[src/rtl/cycle_timer_pkg.sv]
// cycle_timer shared types and default constants.
// Imported by the cycle_timer top and its per-channel sub-module.
package cycle_timer_pkg;

   typedef enum logic {
      IDLE = 1'b0,
      RUN  = 1'b1
   } ch_state_e;

   localparam int DEF_NUM_CH     = 4;
   localparam int DEF_CNT_W      = 16;
   localparam int DEF_FINISH_CYC = 10;
   localparam int DEF_PRESCALE   = 4;
   localparam int CYC_W          = 32;

endpackage

[src/rtl/cycle_timer_ch.sv]
// One timer channel: IDLE/RUN FSM, down-counter, reload value and mode.
// Counts on i_tick; o_expire is a registered single-cycle pulse.
module cycle_timer_ch
   import cycle_timer_pkg::*;
#(
   parameter int CNT_W = DEF_CNT_W
) (
   input  logic             clk,
   input  logic             rst_n,
   input  logic             i_tick,
   input  logic             i_start,
   input  logic             i_stop,
   input  logic             i_periodic,
   input  logic [CNT_W-1:0] i_load,
   output logic             o_busy,
   output logic             o_expire
);

   ch_state_e        r_state;
   ch_state_e        w_nx_state;
   logic [CNT_W-1:0] r_cnt;
   logic [CNT_W-1:0] w_nx_cnt;
   logic [CNT_W-1:0] r_rld;
   logic [CNT_W-1:0] w_nx_rld;
   logic             r_per;
   logic             w_nx_per;
   logic             r_exp;
   logic             w_nx_exp;
   logic             w_load_ok;

   assign w_load_ok = i_start && (i_load != '0);

   always_ff @(posedge clk or negedge rst_n) begin
      if (!rst_n) begin
         r_state <= IDLE;
         r_cnt   <= '0;
         r_rld   <= '0;
         r_per   <= 1'b0;
         r_exp   <= 1'b0;
      end else begin
         r_state <= w_nx_state;
         r_cnt   <= w_nx_cnt;
         r_rld   <= w_nx_rld;
         r_per   <= w_nx_per;
         r_exp   <= w_nx_exp;
      end
   end

   // stop beats start; a restart swallows any expiry due this cycle
   always_comb begin
      w_nx_state = r_state;
      w_nx_cnt   = r_cnt;
      w_nx_rld   = r_rld;
      w_nx_per   = r_per;
      w_nx_exp   = 1'b0;
      unique case (r_state)
         IDLE: begin
            if (!i_stop && w_load_ok) begin
               w_nx_state = RUN;
               w_nx_cnt   = i_load;
               w_nx_rld   = i_load;
               w_nx_per   = i_periodic;
            end
         end
         RUN: begin
            if (i_stop) begin
               w_nx_state = IDLE;
               w_nx_cnt   = '0;
            end else if (w_load_ok) begin
               w_nx_cnt = i_load;
               w_nx_rld = i_load;
               w_nx_per = i_periodic;
            end else if (i_tick) begin
               if (r_cnt == CNT_W'(1)) begin
                  w_nx_exp = 1'b1;
                  if (r_per) begin
                     w_nx_cnt = r_rld;
                  end else begin
                     w_nx_state = IDLE;
                     w_nx_cnt   = '0;
                  end
               end else begin
                  w_nx_cnt = r_cnt - CNT_W'(1);
               end
            end
         end
      endcase
   end

   assign o_busy   = (r_state == RUN);
   assign o_expire = r_exp;

endmodule

[src/rtl/cycle_timer.sv]
// cycle_timer top: NUM_CH timer channels, free-running cycle counter, finish flag.
// Define CYCLE_TIMER_PRESCALE_EN to divide the channel tick by PRESCALE.
module cycle_timer
   import cycle_timer_pkg::*;
#(
   parameter int NUM_CH     = DEF_NUM_CH,
   parameter int CNT_W      = DEF_CNT_W,
   parameter int FINISH_CYC = DEF_FINISH_CYC,
   parameter int PRESCALE   = DEF_PRESCALE
) (
   input  logic                    clk,
   input  logic                    rst_n,
   input  logic [NUM_CH-1:0]       start,
   input  logic [NUM_CH-1:0]       stop,
   input  logic [NUM_CH-1:0]       periodic,
   input  logic [NUM_CH*CNT_W-1:0] load_val,
   output logic [NUM_CH-1:0]       busy,
   output logic [NUM_CH-1:0]       expire,
   output logic [CYC_W-1:0]        cyc_count,
   output logic                    finish
);

   logic             w_tick;
   logic [CYC_W-1:0] r_cyc;
   logic             r_fin;

`ifdef CYCLE_TIMER_PRESCALE_EN
   localparam int PW = (PRESCALE > 1) ? $clog2(PRESCALE) : 1;

   logic [PW-1:0] r_pre;
   logic          w_pre_wrap;

   assign w_pre_wrap = (r_pre == PW'(PRESCALE - 1));

   always_ff @(posedge clk or negedge rst_n) begin
      if (!rst_n) begin
         r_pre <= '0;
      end else if (w_pre_wrap) begin
         r_pre <= '0;
      end else begin
         r_pre <= r_pre + PW'(1);
      end
   end

   assign w_tick = w_pre_wrap;
`else
   logic w_unused_prescale;

   // divisor has no meaning without the prescaler
   assign w_unused_prescale = PRESCALE[0];
   assign w_tick            = 1'b1;
`endif

   always_ff @(posedge clk or negedge rst_n) begin
      if (!rst_n) begin
         r_cyc <= '0;
         r_fin <= 1'b0;
      end else begin
         if (r_cyc != '1) begin
            r_cyc <= r_cyc + CYC_W'(1);
         end
         if (r_cyc == CYC_W'(FINISH_CYC)) begin
            r_fin <= 1'b1;
         end
      end
   end

   assign cyc_count = r_cyc;
   assign finish    = r_fin;

   for (genvar g = 0; g < NUM_CH; g++) begin : g_ch
      cycle_timer_ch #(
         .CNT_W(CNT_W)
      ) u_ch (
         .clk        (clk),
         .rst_n      (rst_n),
         .i_tick     (w_tick),
         .i_start    (start[g]),
         .i_stop     (stop[g]),
         .i_periodic (periodic[g]),
         .i_load     (load_val[g*CNT_W +: CNT_W]),
         .o_busy     (busy[g]),
         .o_expire   (expire[g])
      );
   end

endmodule

[config.mk]
export PLATFORM = sky130hd
export DESIGN_NAME = cycle_timer
export DESIGN_NICKNAME = d
export VERILOG_FILES = /design/src/rtl/cycle_timer_pkg.sv /design/src/rtl/cycle_timer_ch.sv /design/src/rtl/cycle_timer.sv
export SDC_FILE = /design/constraint.sdc
export NUM_CORES = 1
export LEC_CHECK = 0
export ABC_AREA = 0
export CORE_UTILIZATION = 38
export DETAILED_ROUTE_END_ITERATION = 16
export DONT_BUFFER_PORTS = 1
export PLACE_DENSITY = 0.54
export RECOVER_POWER = 100
export REMOVE_ABC_BUFFERS = 1
export SLEW_MARGIN = 20
export SYNTH_ARGS = -nofsm -noshare
export SYNTH_HDL_FRONTEND = slang
export SYNTH_HIERARCHICAL = 1
export SYNTH_SLANG_ARGS = --single-unit
[constraint.sdc]
create_clock -name clk -period 4.47 [get_ports clk]
set_input_delay 0 -clock clk [delete_from_list [all_inputs] [get_ports clk]]
set_output_delay 0 -clock clk [all_outputs]
set_load 0.05 [all_outputs]
* Yosys cells after proc, flatten, opt, wreduce, memory -nomap -nowiden
Index checks and enable logic that the tools add are counted.
** Cells by class
- Multiplexer cells :: 92
- Equality and inequality tests :: 18
- Bitwise gates (word level) :: 4
- Reduce and logical (&&, ||, !) cells :: 20
- $add $sub $neg :: 5
** Operators with widths (count)
- $mux 16 :: 28
- $pmux 16 s2 :: 8
- $eq 16x1->1 const B :: 4
- $reduce_bool 16->1 :: 4
- $sub 16x1->16 const B :: 4
- $mux 1 :: 48
- $add 32x1->32 const B :: 1
- $eq 32x4->1 const B :: 1
- $ne 32x32->1 const B :: 1
- $ne 2x2->1 const B :: 8
- $pmux 1 s2 :: 8
- $reduce_and 3->1 :: 4
- $logic_and 1x1->1 :: 8
- $ne 2x1->1 const B :: 4
- $logic_not 1->1 :: 4
- $not 1->1 :: 4
** Storage, ports and cells
- Output and inout port bits :: 41
- Register bits after elaboration :: 173

* Logic depth before layout (Yosys ltp)
- Depth after elaboration :: 5
- Gate-level depth with buffers :: 9
- Depth with buffers taken out :: 7

* Cells and area by module
The synthesis kept the hierarchy.
** By module, submodules not included
- cycle_timer_ch at g_ch[0].u_ch ... :: cells an instance 263, times used 3, area an instance 2140.8 µm², seq. area each 875.8 µm²
- cycle_timer_ch at g_ch[3].u_ch :: cells an instance 202, times used 1, area an instance 2039.5 µm², seq. area each 875.8 µm²
- cycle_timer :: cells an instance 164, times used 1, area an instance 1704.1 µm², seq. area each 825.8 µm²

* Least setup slack after synthesis
OpenSTA, ideal clock, no wires.
- Path type :: reg-to-reg
- From :: register r_cyc[1] (netlist: cyc_count[1])
- To :: register r_cyc[23] (netlist: cyc_count[23])
- Stages on the path, launching flop included :: 8
- Arrival :: 2.070 ns
- Required time :: 4.324 ns
- Clock period less this slack :: 2.216 ns
- Path buffers :: 1
- Path slack :: 2.254 ns
- Cells stage by stage :: dfrtp_1 > ha_1 > nand4_1 > nor3_1 > and2_1 > buf_2 > nor3b_1 > xor2_1
** Between the ends
- Longest elaborated chain between the ends :: 1
- Elaborated cells between the ends (all ways) :: 2
** Ends and longest elaborated chain
- start: declaration :: line cycle_timer.sv:24 : logic [CYC_W-1:0] r_cyc;
- start signal: assignment :: line cycle_timer.sv:60 : r_cyc <= r_cyc + CYC_W'(1);
- $add 32x1->32 / $ne 32x32->1 (equally long branches) :: line cycle_timer.sv:60, cycle_timer.sv:59
Several ways; a longest one is shown, not always the timed one.
A chain may end at the register's enable or synchronous reset.

* Worst setup path after layout
- From :: register g_ch[2].u_ch.r_cnt[4]
- To :: register g_ch[2].u_ch.r_cnt[5]
** Between the ends
- Longest elaborated chain between the ends :: 5
- Elaborated cells between the ends (all ways) :: 6
** Ends and longest elaborated chain
- start: declaration :: line cycle_timer_ch.sv:21 : logic [CNT_W-1:0] r_cnt;
- start signal: assignment :: line cycle_timer_ch.sv:42 : r_cnt <= w_nx_cnt;
- $sub 16x1->16 / $eq 16x1->1 (equally long branches) :: line cycle_timer_ch.sv:83, cycle_timer_ch.sv:74
- $mux 16 (*) :: line cycle_timer_ch.sv:74 : if (r_cnt == CNT_W'(1)) begin
- $mux 16 (*) :: line cycle_timer_ch.sv:69 : end else if (w_load_ok) begin
- $mux 16 (*) :: line cycle_timer_ch.sv:66 : if (i_stop) begin
- $pmux 16 s2 (*) :: line cycle_timer_ch.sv:56 : unique case (r_state)
Mark *: on every way between the ends. The rest lies on a longest branch, timed or not.

==> summary.md <==
| Metric | Value |
|---|---|
| Required time worst endpoint | 4810 ps |
| Combinational family with the most area after synthesis | simple AND/OR/NAND/NOR gates |
| Final setup skew | 20.7 ps |
| Post-synth EDFFs | 0 |
| H-tree depth | 4 |
| Cell taking the most area after synthesis | dfrtp_1 |
| Mux cell area share after synthesis | 0.0242 |
| Max-cap violations | 8 |
| Commonest non-fill, non-tap cells in the layout | nand2_1, dfrtp_1, a21oi_1 |
| RSZ-0062 raised after global routing | false |
| Leak | 4.87 nW |
| Peak VDD IR | 261 uV |
| Fmax | 295 MHz |
| Synth Area in XOR/XNOR | 0.0448 |
| Die height | 166 um |
| Power, Total | 0.00411 W |
| Critical path peak fanout | 13 |
| Crit path arrival time | 3720 ps |
| Synthesized-area fraction occupied by adder cells | 0.0123 |
| Initial antenna violation count | 0 |
| Final Max Slew Viols | 281 |
| DP Worst Slack | 1650 ps |
| Antenna cells | 0 |
| Gr usage total | 0.219 |
| Final TNS setup | 0 ps |
| Routed Antenna Nets | 0 |
| Remaining DRCs | 10 |
| PortBufs | 0 |
| DR pass1 iterations | 11 |
| Netlist Area Pre-Place | 10200 um^2 |
| DR top layer | met4 |
| Placer Congestion | 0.857 |
| Global-route wire length before repair | 47.1 mm |
| Worst Hold Class | primary input to register |
| Worst setup path category | register to register |
| Yosys cell types | 65 |
| Ys flop type | dfrtp_1 |
| Met3 wire len | 1.65 mm |
| Cell Pwr Density | 349 nW/um^2 |
| Share of the synthesized area in the top cell type | 0.426 |
| Post-Synth Simple-Gate Area | 0.289 |
| Layout Nets | 1321 |
| Post-DP HPWL | 19.3 mm |
| Run status | finished with violations |
| Register bit total from synthesis | 173 |
| Final Hold Viols | 0 |
| Routed met2 length | 13.6 mm |
| Minimum clock period | 3390 ps |
| Core Area | 26100 um^2 |
| CTS Buffer Depth | 2 |
| Vias in the first global route | 8688 |
| DP Area | 10500 um^2 |
| Worst setup margin | 1080 ps |
| Failing checks | DRC, capacitance limit, slew limit |
| Post-route cell area | 11800 um^2 |
| Max-slew headroom | -0.654 |
| WL per Instance | 18.5 um |
| Final Setup Violations | 0 |
| Vias per inst | 5.62 |
| Final wirelength | 29.3 mm |
| Via count | 8880 |
| Async SR Flop Fraction | 1.00 |
| Final cycle utilization of the critical path | 0.758 |
| M1 WL | 13.6 mm |
| Core Rows | 59 |
| Pin count of the biggest net entering global routing | 174 |
| Syn Area/Cell | 8.80 um^2 |
| I/O Pins | 119 |
| Most common cell after layout, fill and taps aside | nand2_1 |
| Top cells by area, synth | dfrtp_1, nand2_1, a21oi_1 |
| TritonCTS Sinks | 173 |
| Cts bufs inserted | 17 |
| Post-synthesis sequential area ratio | 0.426 |
| Clk slew on worst S/H paths | 70 ps |
| Post-Syn Instances | 1155 |
| Ys Warns | 6 |
| Initial Util | 0.389 |
| Startpoint types | register |
| Critical Path Sink Type | register |
| Root buffer cell | clkbuf_16 |
| Latest clock arrival within the worst-skew pair | 440 ps |
| Complex-gate fraction of the synthesized area | 0.169 |
| DIE WIDTH | 166 um |
| Layout cell share with drive strength beyond 1 | 0.0723 |
| Actual slew at the worst max-slew pin | 2480 ps |
| Area added between synthesis and finish | 15.8% |
| CTS tree | done |
| Postcts setup bufs | 0 |
| Die area | 27400 um^2 |
| Initial detailed-routing violation count | 727 |
| Gr ovfl total | 0 |
layout make-up:
type	count	area (um^2)
clock buffers	17	425
inverters	26	97.6
repair buffers	95	908
well taps	335	419
clock inverters	14	135
multi-input cells	920	5450
flip-flops and latches	173	4330
fillers	2646	14400
cells in the mapped netlist, drive strengths merged (21+ instances only):
master  instances
and3           29
nand4          27
a21oi          90
nor2           83
nand2         232
o211ai         24
dfrtp         173
o21ai          44
nor4           28
xor2           22
mux2           21
nor3           28
or4            29
nand3          33
clkbuf         36
xnor2          30
inv            26
through the flow:
step | utilization | cells | hold WS [ps]
finish | 0.450 | 1580 | 39.9
global route | 0.450 | 1580 | 34.2
CTS | 0.456 | 1578 | 3.69
detailed placement | 0.402 | 1462 | -290
global placement | 0.402 | 1462 | -291
floorplan | - | 1119 | -296
final timing paths:
path                                                    from                                  to  slack [ps]  depth (start not counted)
max                        g_ch[2].u_ch/r_cnt[4]$_DFFE_PN0P_   g_ch[2].u_ch/r_cnt[5]$_DFFE_PN0P_        1080                          6
min                                                 start[3]  g_ch[3].u_ch/r_cnt[11]$_DFFE_PN0P_          40                          5
max reg2reg                g_ch[2].u_ch/r_cnt[4]$_DFFE_PN0P_   g_ch[2].u_ch/r_cnt[5]$_DFFE_PN0P_        1080                          6
min reg2reg                g_ch[0].u_ch/r_rld[4]$_DFFE_PN0P_   g_ch[0].u_ch/r_rld[4]$_DFFE_PN0P_         470                          2
max in group asynchronous                              rst_n   g_ch[3].u_ch/r_cnt[1]$_DFFE_PN0P_        2040                          2
min in group asynchronous                              rst_n  g_ch[1].u_ch/r_rld[13]$_DFFE_PN0P_         910                          2
logic make-up after synthesis:
logic type	after synthesis
AND/OR/NAND/NOR	556
XOR/XNOR	52
adder cells (fa/ha/maj)	10
multiplexers	22
buffers and inverters	82
other	1
AO/OA/AOI/OAI	259
flip-flops	173
state kept, by name, indices dropped and copies added (netlist names):
register and count:
g_ch.u_ch/r_cnt 64, g_ch.u_ch/r_rld 64, cyc_count 32, g_ch.u_ch/o_busy 4
g_ch.u_ch/o_expire 4, g_ch.u_ch/r_per 4, finish 1
worst max-delay path, cell delays in order, from the launching register on:
cell	delay [ps]
dfrtp_1	430
or4_1	720
nor4_1	1440
buf_6	280
nand3b_1	140
a32oi_1	100
o21ai_0	180
per-layer routing:
layer	track usage	vias to the layer above
met3	0.0470	24
li1	-	4325
met4	0.0545	0
met5	0	-
met2	0.351	211
met1	0.300	4320
where the power goes:
part / total [W] / internal, W / leakage [nW] / switching, W
clock network: 0.00148 / 0.000779 / 0.274 / 0.000700
logic: 0.000702 / 0.000306 / 2.44 / 0.000396
registers: 0.00193 / 0.00173 / 2.16 / 0.000206
total: 0.00411 / 0.00281 / 4.87 / 0.00130
timing repair:
action,in CTS,in global routing
hold endpoints to repair,312,0
hold buffers,85,0
gates resized for setup,0,0
Power figures use the tool's default switching activity.
